--- config.mk ---
export PLATFORM = sky130hd
export DESIGN_NAME = vector_cmd_rx_flat
export DESIGN_NICKNAME = d
export VERILOG_FILES = /design/src/rtl/vector_pkg.sv /design/src/rtl/vector_cmd_rx_if.sv /design/src/rtl/byte_watchdog.sv /design/src/rtl/vector_cmd_rx.sv /design/src/flat_wrapper.sv
export SDC_FILE = /design/constraint.sdc
export NUM_CORES = 1
export LEC_CHECK = 0
export ABC_CLOCK_PERIOD_IN_PS = 6750
export CAP_MARGIN = 25
export CORE_MARGIN = 2
export CORE_UTILIZATION = 50
export DETAILED_ROUTE_END_ITERATION = 10
export GPL_TIMING_DRIVEN = 0
export PLACE_DENSITY = 0.74
export SYNTH_ARGS = -nofsm -noshare
export SYNTH_HDL_FRONTEND = slang
export SYNTH_SLANG_ARGS = --single-unit
--- constraint.sdc ---
create_clock -name i_Clock -period 6.75 [get_ports i_Clock]
set_clock_uncertainty 0.05 [all_clocks]
set_input_delay 1.35 -clock i_Clock [delete_from_list [all_inputs] [get_ports i_Clock]]
set_output_delay 1.35 -clock i_Clock [all_outputs]
set_load 0.02 [all_outputs]
--- src/rtl/vector_pkg.sv ---
// Shared types and constants for the vector command receiver.
// VECTOR_FRAME_CHECKSUM_EN adds the CHK state to the state encoding.
package vector_pkg;
    localparam int REC_BYTES = 4;
    localparam int COORD_W   = 12;
    localparam int RGB_W     = 3;

    // Field positions inside record byte 3
    localparam int B3_LAST   = 7;
    localparam int B3_BLANK  = 6;
    localparam int B3_RGB_HI = 5;
    localparam int B3_RGB_LO = 3;

`ifdef VECTOR_FRAME_CHECKSUM_EN
    typedef enum logic [1:0] {ST_HUNT = 2'd0, ST_REC = 2'd1, ST_CHK = 2'd2} state_t;
`else
    typedef enum logic [1:0] {ST_HUNT = 2'd0, ST_REC = 2'd1} state_t;
`endif

    typedef struct packed {
        logic [COORD_W-1:0] x;
        logic [COORD_W-1:0] y;
        logic [RGB_W-1:0]   rgb;
        logic               blank;
        logic               last;
    } point_t;
endpackage

--- src/rtl/vector_cmd_rx_if.sv ---
// Byte-in / point-out bus of vector_cmd_rx. master drives bytes and
// ready, slave is the receiver.
interface vector_cmd_rx_if;
    import vector_pkg::*;

    logic               i_Rx_DV;
    logic [7:0]         i_Rx_Byte;
    logic               i_Pt_Ready;
    logic               o_Pt_Valid;
    logic [COORD_W-1:0] o_Pt_X;
    logic [COORD_W-1:0] o_Pt_Y;
    logic [RGB_W-1:0]   o_Pt_Rgb;
    logic               o_Pt_Blank;
    logic               o_Pt_Last;
    logic               o_Frame_Done;
    logic               o_Frame_Err;
    logic               o_Overflow;

    modport master (
        output i_Rx_DV, i_Rx_Byte, i_Pt_Ready,
        input  o_Pt_Valid, o_Pt_X, o_Pt_Y, o_Pt_Rgb, o_Pt_Blank, o_Pt_Last,
               o_Frame_Done, o_Frame_Err, o_Overflow
    );

    modport slave (
        input  i_Rx_DV, i_Rx_Byte, i_Pt_Ready,
        output o_Pt_Valid, o_Pt_X, o_Pt_Y, o_Pt_Rgb, o_Pt_Blank, o_Pt_Last,
               o_Frame_Done, o_Frame_Err, o_Overflow
    );
endinterface

--- src/rtl/byte_watchdog.sv ---
// Inter-byte idle timer: expires after TIMEOUT_CLKS-1 quiet clocks while
// enabled. A clear on the expiry cycle suppresses the expiry.
module byte_watchdog #(
    parameter int TIMEOUT_CLKS = 2300
) (
    input  logic i_Clock,
    input  logic i_Reset,
    input  logic clear,
    input  logic enable,
    output logic expire
);
    localparam int CW = ($clog2(TIMEOUT_CLKS) > 0) ? $clog2(TIMEOUT_CLKS) : 1;
    localparam logic [CW-1:0] LIMIT = CW'(TIMEOUT_CLKS - 1);

    logic [CW-1:0] idle_cnt;

    assign expire = enable && !clear && (idle_cnt == LIMIT);

    always_ff @(posedge i_Clock or posedge i_Reset) begin
        if (i_Reset)
            idle_cnt <= '0;
        else if (!enable || clear || expire)
            idle_cnt <= '0;
        else
            idle_cnt <= idle_cnt + 1'b1;
    end
endmodule

--- src/rtl/vector_cmd_rx.sv ---
// Frames a UART byte stream into vector points: zero-run sync, 4-byte
// records, one-deep output register. VECTOR_FRAME_CHECKSUM_EN adds an XOR check byte.
module vector_cmd_rx
    import vector_pkg::*;
#(
    parameter int SYNC_LEN     = 4,
    parameter int TIMEOUT_CLKS = 2300
) (
    input  logic            i_Clock,
    input  logic            i_Reset,
    vector_cmd_rx_if.slave  bus
);
    localparam int ZW = $clog2(SYNC_LEN + 1);

    state_t        state, state_nxt;
    logic [ZW-1:0] zero_cnt;
    logic [1:0]    byte_idx;
    logic [7:0]    b0_q, b1_q, b2_q;
    point_t        pt_q;
    logic          pt_vld;
    logic          done_q, err_q, ovf_q;
    logic          sync_hit, load_pt, ovf_set, done_set, err_set;
    logic          wd_expire;
`ifdef VECTOR_FRAME_CHECKSUM_EN
    logic [7:0]    csum_q;
`endif

    byte_watchdog #(.TIMEOUT_CLKS(TIMEOUT_CLKS)) u_wd (
        .i_Clock (i_Clock),
        .i_Reset (i_Reset),
        .clear   (bus.i_Rx_DV),
        .enable  (state != ST_HUNT),
        .expire  (wd_expire)
    );

    always_ff @(posedge i_Clock or posedge i_Reset) begin
        if (i_Reset) state <= ST_HUNT;
        else         state <= state_nxt;
    end

    always_comb begin
        state_nxt = state;
        sync_hit  = 1'b0;
        load_pt   = 1'b0;
        ovf_set   = 1'b0;
        done_set  = 1'b0;
        err_set   = 1'b0;
        case (state)
            ST_HUNT: begin
                if (bus.i_Rx_DV && bus.i_Rx_Byte == 8'h00 && zero_cnt == ZW'(SYNC_LEN - 1)) begin
                    sync_hit  = 1'b1;
                    state_nxt = ST_REC;
                end
            end
            ST_REC: begin
                if (bus.i_Rx_DV) begin
                    if (byte_idx == 2'(REC_BYTES - 1)) begin
                        // A full record is dropped if the held point is not leaving this cycle
                        if (!pt_vld || bus.i_Pt_Ready) load_pt = 1'b1;
                        else                           ovf_set = 1'b1;
                        if (bus.i_Rx_Byte[B3_LAST]) begin
`ifdef VECTOR_FRAME_CHECKSUM_EN
                            state_nxt = ST_CHK;
`else
                            state_nxt = ST_HUNT;
                            done_set  = 1'b1;
`endif
                        end
                    end
                end else if (wd_expire) begin
                    state_nxt = ST_HUNT;
                    err_set   = 1'b1;
                end
            end
`ifdef VECTOR_FRAME_CHECKSUM_EN
            ST_CHK: begin
                if (bus.i_Rx_DV) begin
                    state_nxt = ST_HUNT;
                    if (bus.i_Rx_Byte == csum_q) done_set = 1'b1;
                    else                         err_set  = 1'b1;
                end else if (wd_expire) begin
                    state_nxt = ST_HUNT;
                    err_set   = 1'b1;
                end
            end
`endif
            default: state_nxt = ST_HUNT;
        endcase
    end

    always_ff @(posedge i_Clock or posedge i_Reset) begin
        if (i_Reset) begin
            zero_cnt <= '0;
            byte_idx <= '0;
            b0_q     <= '0;
            b1_q     <= '0;
            b2_q     <= '0;
            pt_q     <= '0;
            pt_vld   <= 1'b0;
            done_q   <= 1'b0;
            err_q    <= 1'b0;
            ovf_q    <= 1'b0;
        end else begin
            done_q <= done_set;
            err_q  <= err_set;
            ovf_q  <= ovf_set;

            if (state == ST_HUNT && bus.i_Rx_DV)
                zero_cnt <= (bus.i_Rx_Byte == 8'h00 && !sync_hit) ? zero_cnt + 1'b1 : '0;

            // Leaving REC for any reason discards whatever partial record was collected
            if (state != ST_REC)
                byte_idx <= '0;
            else if (bus.i_Rx_DV)
                byte_idx <= byte_idx + 1'b1;

            if (state == ST_REC && bus.i_Rx_DV) begin
                case (byte_idx)
                    2'd0:    b0_q <= bus.i_Rx_Byte;
                    2'd1:    b1_q <= bus.i_Rx_Byte;
                    2'd2:    b2_q <= bus.i_Rx_Byte;
                    default: ;
                endcase
            end

            if (load_pt) begin
                pt_q.x     <= {b0_q, b1_q[7:4]};
                pt_q.y     <= {b1_q[3:0], b2_q};
                pt_q.rgb   <= bus.i_Rx_Byte[B3_RGB_HI:B3_RGB_LO];
                pt_q.blank <= bus.i_Rx_Byte[B3_BLANK];
                pt_q.last  <= bus.i_Rx_Byte[B3_LAST];
                pt_vld     <= 1'b1;
            end else if (pt_vld && bus.i_Pt_Ready) begin
                pt_vld <= 1'b0;
            end
        end
    end

`ifdef VECTOR_FRAME_CHECKSUM_EN
    always_ff @(posedge i_Clock or posedge i_Reset) begin
        if (i_Reset)
            csum_q <= '0;
        else if (sync_hit)
            csum_q <= '0;
        else if (state == ST_REC && bus.i_Rx_DV)
            csum_q <= csum_q ^ bus.i_Rx_Byte;
    end
`endif

    assign bus.o_Pt_Valid   = pt_vld;
    assign bus.o_Pt_X       = pt_q.x;
    assign bus.o_Pt_Y       = pt_q.y;
    assign bus.o_Pt_Rgb     = pt_q.rgb;
    assign bus.o_Pt_Blank   = pt_q.blank;
    assign bus.o_Pt_Last    = pt_q.last;
    assign bus.o_Frame_Done = done_q;
    assign bus.o_Frame_Err  = err_q;
    assign bus.o_Overflow   = ovf_q;
endmodule

--- src/flat_wrapper.sv ---
// flat-port wrapper written by rule: the top's interface ports become plain ports
module vector_cmd_rx_flat import vector_pkg::*;
#(
    parameter int SYNC_LEN     = 4,
    parameter int TIMEOUT_CLKS = 2300
)
  (i_Clock, i_Reset, bus_i_Rx_DV, bus_i_Rx_Byte, bus_i_Pt_Ready, bus_o_Pt_Valid, bus_o_Pt_X, bus_o_Pt_Y, bus_o_Pt_Rgb, bus_o_Pt_Blank, bus_o_Pt_Last, bus_o_Frame_Done, bus_o_Frame_Err, bus_o_Overflow);
  vector_cmd_rx_if bus_i ();
  input  logic i_Clock;
  input  logic i_Reset;
  input wire logic [$bits(bus_i.i_Rx_DV)-1:0] bus_i_Rx_DV;
  input wire logic [$bits(bus_i.i_Rx_Byte)-1:0] bus_i_Rx_Byte;
  input wire logic [$bits(bus_i.i_Pt_Ready)-1:0] bus_i_Pt_Ready;
  output wire logic [$bits(bus_i.o_Pt_Valid)-1:0] bus_o_Pt_Valid;
  output wire logic [$bits(bus_i.o_Pt_X)-1:0] bus_o_Pt_X;
  output wire logic [$bits(bus_i.o_Pt_Y)-1:0] bus_o_Pt_Y;
  output wire logic [$bits(bus_i.o_Pt_Rgb)-1:0] bus_o_Pt_Rgb;
  output wire logic [$bits(bus_i.o_Pt_Blank)-1:0] bus_o_Pt_Blank;
  output wire logic [$bits(bus_i.o_Pt_Last)-1:0] bus_o_Pt_Last;
  output wire logic [$bits(bus_i.o_Frame_Done)-1:0] bus_o_Frame_Done;
  output wire logic [$bits(bus_i.o_Frame_Err)-1:0] bus_o_Frame_Err;
  output wire logic [$bits(bus_i.o_Overflow)-1:0] bus_o_Overflow;
  assign bus_i.i_Rx_DV = bus_i_Rx_DV;
  assign bus_i.i_Rx_Byte = bus_i_Rx_Byte;
  assign bus_i.i_Pt_Ready = bus_i_Pt_Ready;
  assign bus_o_Pt_Valid = bus_i.o_Pt_Valid;
  assign bus_o_Pt_X = bus_i.o_Pt_X;
  assign bus_o_Pt_Y = bus_i.o_Pt_Y;
  assign bus_o_Pt_Rgb = bus_i.o_Pt_Rgb;
  assign bus_o_Pt_Blank = bus_i.o_Pt_Blank;
  assign bus_o_Pt_Last = bus_i.o_Pt_Last;
  assign bus_o_Frame_Done = bus_i.o_Frame_Done;
  assign bus_o_Frame_Err = bus_i.o_Frame_Err;
  assign bus_o_Overflow = bus_i.o_Overflow;
  vector_cmd_rx #(.SYNC_LEN(SYNC_LEN), .TIMEOUT_CLKS(TIMEOUT_CLKS)) u_core (.i_Clock(i_Clock), .i_Reset(i_Reset), .bus(bus_i));
endmodule
## Word level (Yosys, flattened, before mapping)

Index checks and enable logic that the tools add are counted.

| operators by class | value |
|---|---|
| multiplexer cells | 29 |
| reduce and logical (&&, ||, !) cells | 25 |
| add/sub/neg operators | 3 |
| eq/ne operators | 11 |

Operators by type and width:

| operator | number |
|---|---|
| $mux 1 | 19 |
| $mux 2 | 7 |
| $add 12x1->12 const B | 1 |
| $eq 12x12->1 const B | 1 |
| $mux 12 | 1 |
| $logic_and 1x1->1 | 8 |
| $logic_not 8->1 | 1 |
| $ne 3x3->1 const B | 2 |
| $reduce_and 2->1 | 3 |
| $reduce_bool 2->1 | 3 |
| $eq 2x1->1 const B | 2 |
| $eq 2x2->1 const B | 2 |
| $logic_not 1->1 | 4 |
| $logic_not 2->1 | 2 |
| $ne 2x1->1 const B | 2 |
| $pmux 2 s2 | 1 |
| $reduce_and 4->1 | 1 |
| $add 3x1->3 const B | 1 |
| $eq 3x2->1 const B | 1 |
| $logic_or 1x1->1 | 3 |
| $mux 3 | 1 |
| $ne 3x2->1 const B | 1 |
| $add 2x1->2 const B | 1 |

| word-level totals | value |
|---|---|
| register bits | 76 |
| bits of input ports | 12 |

## Depth between registers and ports, before layout

Gate-level depths: netlist of the first run.

| depth | value |
|---|---|
| word-level depth | 8 |
| mapped depth | 6 |
| mapped depth without buffers | 5 |

## Cells and area by module

A second synthesis of the first run with hierarchy kept.

| unflattened totals | value |
|---|---|
| cell total of the unflattened synthesis | 227 |
| area total of the unflattened synthesis | 3168.0 um^2 |

Modules (own cells, without submodules):

| module | area each (um^2) | instances | cells each |
|---|---|---|---|
| vector_cmd_rx | 2553.7 | 1 | 165 |
| byte_watchdog | 614.3 | 1 | 62 |

## Least setup slack after synthesis of the first run

No wires, ideal clock.

| path | value |
|---|---|
| kind | input to register |
| start | input port bus_i_Pt_Ready |
| end | register u_core.pt_q, in the netlist u_core.bus.o_Pt_Rgb[0] |
| slack | 4289 ps |
| cell stages on the path | 5 |
| buffers on the path | 2 |
| arrival | 2286 ps |
| data required time | 6575 ps |
| path through | nand2b_1 nor2b_1 buf_4 buf_4 mux2_2 |

| on the way | value |
|---|---|
| cells in the longest elaborated chain, start to end | 5 |

RTL lines:

| item | line | text |
|---|---|---|
| start, declared | flat_wrapper.sv:13 | `input wire logic [$bits(bus_i.i_Pt_Ready)-1:0] bus_i_Pt_Ready;` |
| $logic_or 1x1->1 | vector_cmd_rx.sv:59 | `if (!pt_vld \|\| bus.i_Pt_Ready) load_pt = 1'b1;` |
| $mux 1 | vector_cmd_rx.sv:59 |  |
| $mux 1 | vector_cmd_rx.sv:57 | `if (byte_idx == 2'(REC_BYTES - 1)) begin` |
| $mux 1 | vector_cmd_rx.sv:56 | `if (bus.i_Rx_DV) begin` |
| $mux 1 | vector_cmd_rx.sv:48 | `case (state)` |
| end, declared | vector_cmd_rx.sv:19 | `point_t pt_q;` |

No other way between the ends.
A chain may end at the register's enable or synchronous reset.

## Worst setup path in the final report of the first run

| path | value |
|---|---|
| start | input port bus_i_Rx_DV |
| end | register u_core.pt_q, in the netlist u_core.bus.o_Pt_X[3] |

| on the way | value |
|---|---|
| cells in the longest elaborated chain, start to end | 2 |

RTL lines:

| item | line | text |
|---|---|---|
| start, declared | flat_wrapper.sv:11 | `input wire logic [$bits(bus_i.i_Rx_DV)-1:0] bus_i_Rx_DV;` |
| $mux 1 | vector_cmd_rx.sv:56 |  |
| $mux 1 | vector_cmd_rx.sv:48 |  |

No other way between the ends.

==> flow_summary.ini, run 1 <==
[outcome]
outcome = complete, no violations

[sta]
tightest_slew_ns = 0.5479
finalSetupViolations = 0
min_period_ns = 2.770
tns_ns = 0
fin_crit_sh = 0.4104
whs_ns = 0.4371
hold_violations = 0
relSlewSlack = 0.6313
slew_viol_final = 0
rsz0062_at_grt = false
fmax_mhz = 361.0

[critical_path]
crit_type = in2reg
cp.required_ns = 6.92
path_buf_inv = 3
cp.arrival_ns = 2.94
crit_chain = clkdlybuf4s50_1 -> nand3_1 -> nor2b_1 -> buf_4 -> buf_4 -> mux2_2
cp_top_family = buffers and inverters
crit_path_start_kind = input port
critPathMostFrequentCell = buf_4
endpoint_kind = flip-flop
crit_fanout = 10
critPathMaxStageDelay_ns = 0.48
cp_slowest_cell = clkdlybuf4s50_1

[layout]
n_antenna_cell = 0
stdcell_count = 361
fill_cells = 460
regArea_um2 = 1877
multiInputGateArea_um2 = 1127
drive_above_1_share = 0.2762
area_delta_synth_final_pct = 25.43
layout.nets = 300
fin_util = 0.6515

[placement]
io_buffers = 44
gp_congestion = 0.8144
dp_hpwl_um = 3858
place_inst = 345

[cts]
clock_path_buffers = 2
cts_tree = built
clock_sinks = 75
clk_latency_ns = 0.33
cts_resized = 0
cts_root_buf = clkbuf_8
cts_setup_buffers = 0
cts-htree-levels = 3
cts_buffers = 9
clk_pin_slew_ns = 0.07
hold_buffers = 0

[synth]
syn_area_um2 = 3075
async_flop_share = 1.000
yosys_warnings = 0
synth_fp_nets = 244
synth_area_leaders = dfrtp_1 61%, mux2_2 18%, ha_1 2.8%, nand3_1 1.6%, o21ai_0 1.6%
synthDistinctLibCells = 31
synth_top_area_share = 0.6103
yosysMostFrequentCell = dfrtp_1
synth_flop_cell = dfrtp_1
ys_ff_latch = 75
synth-seq-area-share = 0.6103
synthTopCellsByCount = 75 x dfrtp_1, 50 x mux2_2, 10 x nand2_1, 10 x nand3_1, 10 x o21ai_0
syn_inst = 225
yosys.area.top_type = dfrtp_1
syn_avg_cell_area_um2 = 13.67
synth_edf_count = 0

[pwr]
swShare = 0.2107
p_int_mw = 0.6663
p_switching_mw = 0.1779
peakVddDrop_mv = 0.1237
pwr-share-seq = 0.532
power_density_nw_per_um2 = 218.9
combPwrFrac = 0.027
power.share.clock = 0.441
p_leak_nw = 1.818

[floorplan]
die_h_um = 82.43
start_util = 0.5194
io_pins = 45
rows = 28
die_area_um2 = 6794
die_x_um = 82.43
coreArea_um2 = 5921

[detailed_routing]
dr.pass1.iters = 4
routed-via-count = 1947
drt_wl_total_um = 5698
drtAntennaViolNets = 0
via_per_inst = 5.393
wl_per_cell_um = 15.78
drt-initial-drc-count = 140
drc = 0

[grt]
grt_max_degree = 75
first_global_vias = 1935
overflow = 0
antenna_found_initial = 0
grt_pass1_wl_um = 9522
grt_usage = 0.1922

[run]
maxCapViolations = 0

[hold_path]
hp-class = reg2reg
cell type report:
class                   instances  area share
flip-flops and latches         75      0.4865
multi-input cells             136      0.2922
repair buffers                 45      0.1213
clock buffers                  10     0.03308
well taps                      75     0.02433
clock inverters                 6     0.02335
plain buffers                   6     0.01070
inverters                       8    0.008433
cell families after synthesis:
| group | synth area share |
|---|---|
| AOI/OAI and AO/OA | 0.04190 |
| xor gates and xnor gates | 0.01139 |
| adders and majority gates | 0.02848 |
| buffers and inverters | 0.02319 |
| DFF | 0.6103 |
| muxes | 0.1863 |
| and+or+nand+nor | 0.09845 |
power by group through the flow:
stage               Sequential (mW)  Clock [mW]  Combinational (mW)
detailed placement            0.458           0              0.0235
floorplan                     0.458           0             0.00897
global route                  0.449       0.399              0.0260
CTS                           0.449       0.380              0.0237
global placement              0.458           0              0.0212
finish                        0.449       0.373              0.0228
per-stage QoR:
step	setup WS, ns	cell area [um^2]	power, mW
floorplan	3.440	3075	0.4669
global placement	2.251	3610	0.4791
detailed placement	3.610	3640	0.4814
CTS	3.977	3857	0.8529
global route	3.885	3857	0.8739
finish	3.980	3857	0.8442
final timing paths:
path | to | slack, ns | startpoint | cells past startpoint
setup / recovery | u_core.bus.o_Pt_X[3] | 3.98 | bus_i_Rx_DV | 6
max in group asynchronous | u_core.bus.o_Frame_Err | 4.98 | i_Reset | 3
hold reg to reg | u_core.b1_q[7] | 0.44 | u_core.b1_q[7] | 2
setup reg to reg | u_core.bus.o_Pt_X[3] | 4.84 | u_core.byte_idx[0] | 6
hold / removal | u_core.b1_q[7] | 0.44 | u_core.b1_q[7] | 2
min in group asynchronous | u_core.bus.o_Pt_Rgb[0] | 1.16 | i_Reset | 2
cells in the final DEF (no fill, tap or decap), types with 2 or more instances in the layout:
cell | synthesis | layout
a21oi_1 | 7 | 7
buf_2 | 3 | 3
clkdlybuf4s50_1 | 0 | 44
and2_1 | 2 | 2
dfrtp_1 | 75 | 75
clkinv_4 | 0 | 2
or3_2 | 2 | 2
mux2_2 | 50 | 50
nand2_1 | 10 | 10
or4_1 | 3 | 3
nand3_1 | 10 | 10
nand4_1 | 3 | 3
inv_1 | 8 | 7
xnor2_1 | 2 | 2
o21ai_0 | 10 | 10
nand2b_1 | 2 | 2
nor4_1 | 2 | 2
xor2_1 | 2 | 2
bufinv_16 | 0 | 2
nor2b_1 | 4 | 4
clkbuf_8 | 0 | 9
buf_4 | 2 | 2
nor2_1 | 7 | 7
or3_1 | 2 | 2
ha_1 | 7 | 7
o31ai_1 | 3 | 3
worst reg2reg max path, cell delays in order (launching register included):
cell     delay [ns]
dfrtp_1        0.42
ha_1           0.21
nand3_1        0.15
nor2b_1        0.17
buf_4          0.22
buf_4          0.23
mux2_2         0.35
routing by layer:
metal	global-route usage	part of all wire	up-vias
met5	0	0	-
met4	0.08000	0.018	0
met3	0.04565	0.038	8
met2	0.3048	0.49	38
met1	0.2546	0.46	986
li1	-	-	915
state kept, by name (all words and copies together), names as in the netlist:
name,count
u_core.bus.o_Pt_Y,12
u_core.b1_q,8
u_core.state,1
u_core.b0_q,8
u_core.bus.o_Overflow,1
u_core.bus.o_Frame_Done,1
u_core.byte_idx,2
u_core.bus.o_Pt_Rgb,3
u_core.bus.o_Pt_Valid,1
u_core.zero_cnt,3
u_core.u_wd.idle_cnt,12
u_core.bus.o_Frame_Err,1
u_core.bus.o_Pt_X,12
u_core.bus.o_Pt_Last,1
u_core.b2_q,8
u_core.bus.o_Pt_Blank,1
(Power assumes the default switching activity.)
==> run 2: changes to the inputs <==
- ABC_CLOCK_PERIOD_IN_PS: 6750 -> 2500
- CORE_UTILIZATION: 50 -> 48
- PLACE_DENSITY: 0.74 -> 0.75
- clock period: 6.75 -> 2.5 ns (I/O delays scaled with it)
==> run 2 against run 1 <==
  * Highest routed layer unchanged
  * Flip-flop and latch count unchanged
  * Cell area up 0.19%
  * Worst setup slack worse by 3.4 ns
  * Clock power rose to 2.8 times the previous value
  * Die area up 4.0%
  * Total power rose to 2.7 times the previous value
  * First-iteration DRC count down 29%
  * Wire length down 2.5%
==> flow_summary.ini, run 2 (same netlist as run 1, synthesis figures left out) <==
[layout]
layout_common_cells = 75 x dfrtp_1, 50 x mux2_2, 44 x clkdlybuf4s50_1
n_antenna_cell = 0
stdcell_count = 363
layout.nets = 300
area_delta_synth_final_pct = 25.67
fill_cells = 512
final_common_cell = dfrtp_1
drive_above_1_share = 0.2797

[grt]
first_global_vias = 1904
grt_max_degree = 75
grt_pass1_wl_um = 9459
overflow = 0
grt_usage = 0.1736
antenna_found_initial = 0

[critical_path]
crit_type = reg2out
critPathMaxStageDelay_ns = 0.62
crit_chain = clkdlybuf4s50_1
cp_top_family = buffers and inverters
path_buf_inv = 1
r2r_cells = 6
cp.arrival_ns = 1.34
cp.required_ns = 1.95
r2r_start = u_core.byte_idx[0]
endpoint_kind = output port
reg2reg_to = u_core.bus.o_Pt_X[2]
crit_path_start_kind = flip-flop
cp_slowest_cell = clkdlybuf4s50_1
rrSetupSlack_ns = 0.63
crit_fanout = 2

[placement]
io_buffers = 44
dp_hpwl_um = 3780
place_inst = 347
gp_congestion = 0.7905

[cts]
cts_root_buf = clkbuf_8
cts_setup_buffers = 0
cts_buffers = 9
clock_sinks = 75
clk_latency_ns = 0.35
cts_resized = 0
hold_buffers = 0
cts_tree = built
clk_pin_slew_ns = 0.08
clock_path_buffers = 2
cts-htree-levels = 3

[detailed_routing]
drt_wl_total_um = 5554
drc = 0
routed-via-count = 1888
wl_per_cell_um = 15.30
drt-initial-drc-count = 99
dr.pass1.iters = 4
via_per_inst = 5.201
drtAntennaViolNets = 0

[floorplan]
coreArea_um2 = 6277
die_area_um2 = 7064
die_x_um = 84.05
start_util = 0.4899
io_pins = 45
die_h_um = 84.05
rows = 29

[sta]
fin_crit_sh = 0.7574
slew_viol_final = 0
hold_violations = 0
whs_ns = 0.3080
min_period_ns = 1.893
rsz0062_at_grt = false
tightest_slew_ns = 0.5021
relSlewSlack = 0.6643
finalSetupViolations = 0
fmax_mhz = 528.1

[pwr]
peakVddDrop_mv = 0.4854
p_leak_nw = 1.821
power_density_nw_per_um2 = 595.6

[run]
maxCapViolations = 0

[hold_path]
hp-class = in2async

[outcome]
outcome = complete, no violations
-- run 2: changes by cell type in the layout (fill, tap and decap cells not counted) --
cell	change
clkbuf_1	-1
inv_6	+2
clkinv_4	-1
-- run 2: worst register-to-register path: stages (launching register included) --
cell,delay [ns]
dfrtp_1,0.42
ha_1,0.19
nand3_1,0.14
nor2b_1,0.16
buf_4,0.22
buf_4,0.23
mux2_2,0.36
-- run 2: layer usage --
metal,part of all wire,vias to the layer above,global-route usage
li1,-,904,-
met3,0.046,4,0.06231
met5,0,-,0
met1,0.45,941,0.2249
met2,0.50,39,0.2749
met4,0.0094,0,0.05279
-- run 2: how the worst max path moves through the flow --
stage | startpoint | end | slack (ns) | cells after the start
after floorplan | i_Reset | u_core.b0_q[0] | 0.04 | 1
after global placement | i_Reset | u_core.bus.o_Pt_X[10] | -1.13 | 2
after detailed placement | bus_i_Rx_DV | u_core.bus.o_Pt_Rgb[1] | 0.22 | 6
after CTS | u_core.bus.o_Pt_Y[9] | bus_o_Pt_Y[9] | 0.59 | 1
after global routing | u_core.byte_idx[0] | u_core.bus.o_Pt_X[2] | 0.51 | 6
final | u_core.bus.o_Pt_Y[9] | bus_o_Pt_Y[9] | 0.61 | 1
-- run 2: final cells by class --
class                      instances  area, um^2  area share
clock buffer                       9       123.9     0.03205
tap                               77       96.34     0.02493
buffer                             6       41.29     0.01068
timing repair buffer              45       467.9      0.1211
inverter                           8       32.53    0.008417
multi-input combinational        136        1127      0.2917
clock inverter                     7       98.84     0.02557
sequential                        75        1877      0.4856
-- run 2: where the power goes --
group	leakage (nW)	internal (mW)	switching [mW]
clock	0.110	0.569	0.461
combinational	0.663	0.0230	0.0378
sequential	1.05	1.21	0.0000474
-- run 2: per-stage QoR --
step / setup TNS [ns] / area [um^2] / worst slack [ns] / total power [mW] / util
final: 0 / 3865 / 0.6066 / 2.302 / 0.6157
after detailed placement: 0 / 3642 / 0.2246 / 1.300 / 0.5802
after floorplan: 0 / 3075 / 0.04002 / 1.261 / -
after global routing: 0 / 3865 / 0.5070 / 2.389 / 0.6157
after CTS: 0 / 3865 / 0.5875 / 2.329 / 0.6157
after global placement: -84.53 / 3612 / -1.132 / 1.293 / 0.5754
==> run 3: changes to the inputs <==
- ABC_CLOCK_PERIOD_IN_PS: 2500 -> 1700
- clock period: 2.5 -> 1.7 ns (I/O delays scaled with it)
==> run 3 against run 2 <==
  * Total power up 47%
  * Worst setup slack got worse by 0.54 ns
  * Critical path type is now reg2reg
  * Worst hold slack gained 0.092 ns
  * Cell area rose by 3.6%
  * Register-to-register slack worse by 0.57 ns
  * Flip-flop and latch count stayed put
  * Clock power is 47% higher
  * Critical endpoint is now u_core.bus.o_Pt_Rgb[0]
==> flow_summary.ini, run 3 (same netlist as run 1, synthesis figures left out) <==
[floorplan]
coreArea_um2 = 6277
io_pins = 45
die_h_um = 84.05
die_x_um = 84.05
start_util = 0.4899
rows = 29
die_area_um2 = 7064

[critical_path]
reg2reg_to = u_core.bus.o_Pt_Rgb[0]
cp_slowest_cell = dfrtp_1
r2r_start = u_core.byte_idx[1]
crit_type = reg2reg
rrSetupSlack_ns = 0.06
r2r_cells = 6
crit_chain = ha_2 -> nand3_4 -> nor2b_4 -> buf_6 -> clkbuf_16 -> mux2_2
cp_top_family = flip-flops
crit_end = u_core.bus.o_Pt_Rgb[0]
cp.arrival_ns = 1.84
crit_fanout = 5
endpoint_kind = flip-flop
critPathMaxStageDelay_ns = 0.40
cp.required_ns = 1.90
crit_cells = 6
path_buf_inv = 2
crit_path_start_kind = flip-flop
critPathLaunch = u_core.byte_idx[1]

[detailed_routing]
drt-initial-drc-count = 98
dr.pass1.iters = 4
drc = 0
drt_wl_total_um = 5931
wl_per_cell_um = 15.99
via_per_inst = 5.358
drtAntennaViolNets = 0
routed-via-count = 1988

[cts]
cts_buffers = 9
clk_pin_slew_ns = 0.08
cts_root_buf = clkbuf_8
cts-htree-levels = 3
clk_latency_ns = 0.36
cts_tree = built
hold_buffers = 0
clock_sinks = 75
clock_path_buffers = 2

[placement]
dp_hpwl_um = 3875
gp_congestion = 0.7874
place_inst = 347
io_buffers = 44

[sta]
rsz0062_at_grt = false
fmax_mhz = 610.6
relSlewSlack = 0.5203
whs_ns = 0.4001
min_period_ns = 1.638
tightest_slew_ns = 0.7180
slew_viol_final = 0
finalSetupViolations = 0
tns_ns = 0
fin_crit_sh = 0.9633
hold_violations = 0

[hold_path]
hp-class = in2async

[layout]
stdcell_count = 371
n_antenna_cell = 0
area_delta_synth_final_pct = 30.15
final_common_cell = dfrtp_1
regArea_um2 = 1877
fin_util = 0.6376
layout.nets = 308
fill_cells = 463
drive_above_1_share = 0.3231
layout_common_cells = 75 x dfrtp_1, 50 x mux2_2, 22 x dlygate4sd2_1, 11 x clkdlybuf4s50_1, 11 x dlymetal6s2s_1
multiInputGateArea_um2 = 1170

[grt]
first_global_vias = 1982
antenna_found_initial = 0
grt_usage = 0.1771
overflow = 0
grt_max_degree = 44
grt_pass1_wl_um = 9742

[outcome]
outcome = complete, no violations

[pwr]
power_density_nw_per_um2 = 846.0
p_int_mw = 2.649
pwr-share-seq = 0.526
p_leak_nw = 2.182
swShare = 0.2176
peakVddDrop_mv = 0.4612
power.share.clock = 0.447
combPwrFrac = 0.027
p_switching_mw = 0.7370

[run]
maxCapViolations = 0
==> run 3: power by group through the flow <==
| stage | clock (mW) | sequential (mW) | combinational, mW |
|---|---|---|---|
| floorplan | 0 | 1.82 | 0.0361 |
| global placement | 0 | 1.82 | 0.0849 |
| detailed placement | 0 | 1.82 | 0.0911 |
| CTS | 1.54 | 1.78 | 0.0921 |
| global route | 1.63 | 1.78 | 0.102 |
| finish | 1.51 | 1.78 | 0.0898 |
==> run 3: metal layers <==
layer	wire length, um	track usage
met1	2600	0.2331
met2	2891	0.2698
met3	275	0.05440
met4	163	0.08065
met5	0	0
==> run 3: layout make-up <==
type,instances,share of cell area
sequential,75,0.4689
multi-input combinational,136,0.2923
timing repair buffer,53,0.1363
clock buffer,9,0.03095
clock inverter,7,0.02532
tap,77,0.02407
buffer,6,0.01375
inverter,8,0.008440
==> run 3: worst reg2reg max path: stages (launching register included) <==
cell       delay (ns)
dfrtp_1          0.40
ha_2             0.23
nand3_4          0.11
nor2b_4          0.13
buf_6            0.15
clkbuf_16        0.15
mux2_2           0.32
==> run 3: worst min path at each step <==
| stage | slack, ns | end | start | cells after the start |
|---|---|---|---|---|
| floorplan | 0.39 | u_core.b0_q[7] | u_core.b0_q[7] | 2 |
| global placement | 0.41 | u_core.b1_q[7] | u_core.b1_q[7] | 2 |
| detailed placement | 0.42 | u_core.zero_cnt[2] | u_core.zero_cnt[2] | 2 |
| CTS | 0.42 | u_core.byte_idx[1] | i_Reset | 2 |
| global route | 0.46 | u_core.bus.o_Pt_Rgb[2] | i_Reset | 2 |
| finish | 0.40 | u_core.b2_q[5] | i_Reset | 2 |
==> run 3: stage by stage <==
step	setup slack [ns]	area (um^2)	power, mW
after floorplan	0.03556	3079	1.854
after global placement	-0.4053	3616	1.903
after detailed placement	-0.4214	3636	1.909
after CTS	0.002921	3906	3.412
after global routing	0.01024	4003	3.514
final	0.06235	4003	3.386
==> run 3: timing repair <==
action	CTS	global route
setup buffers	6	1
resized for setup	29	19
endpoints found under the setup margin	51	45
cloned	0	1
hold endpoints to repair	0	0
pin swaps	0	2
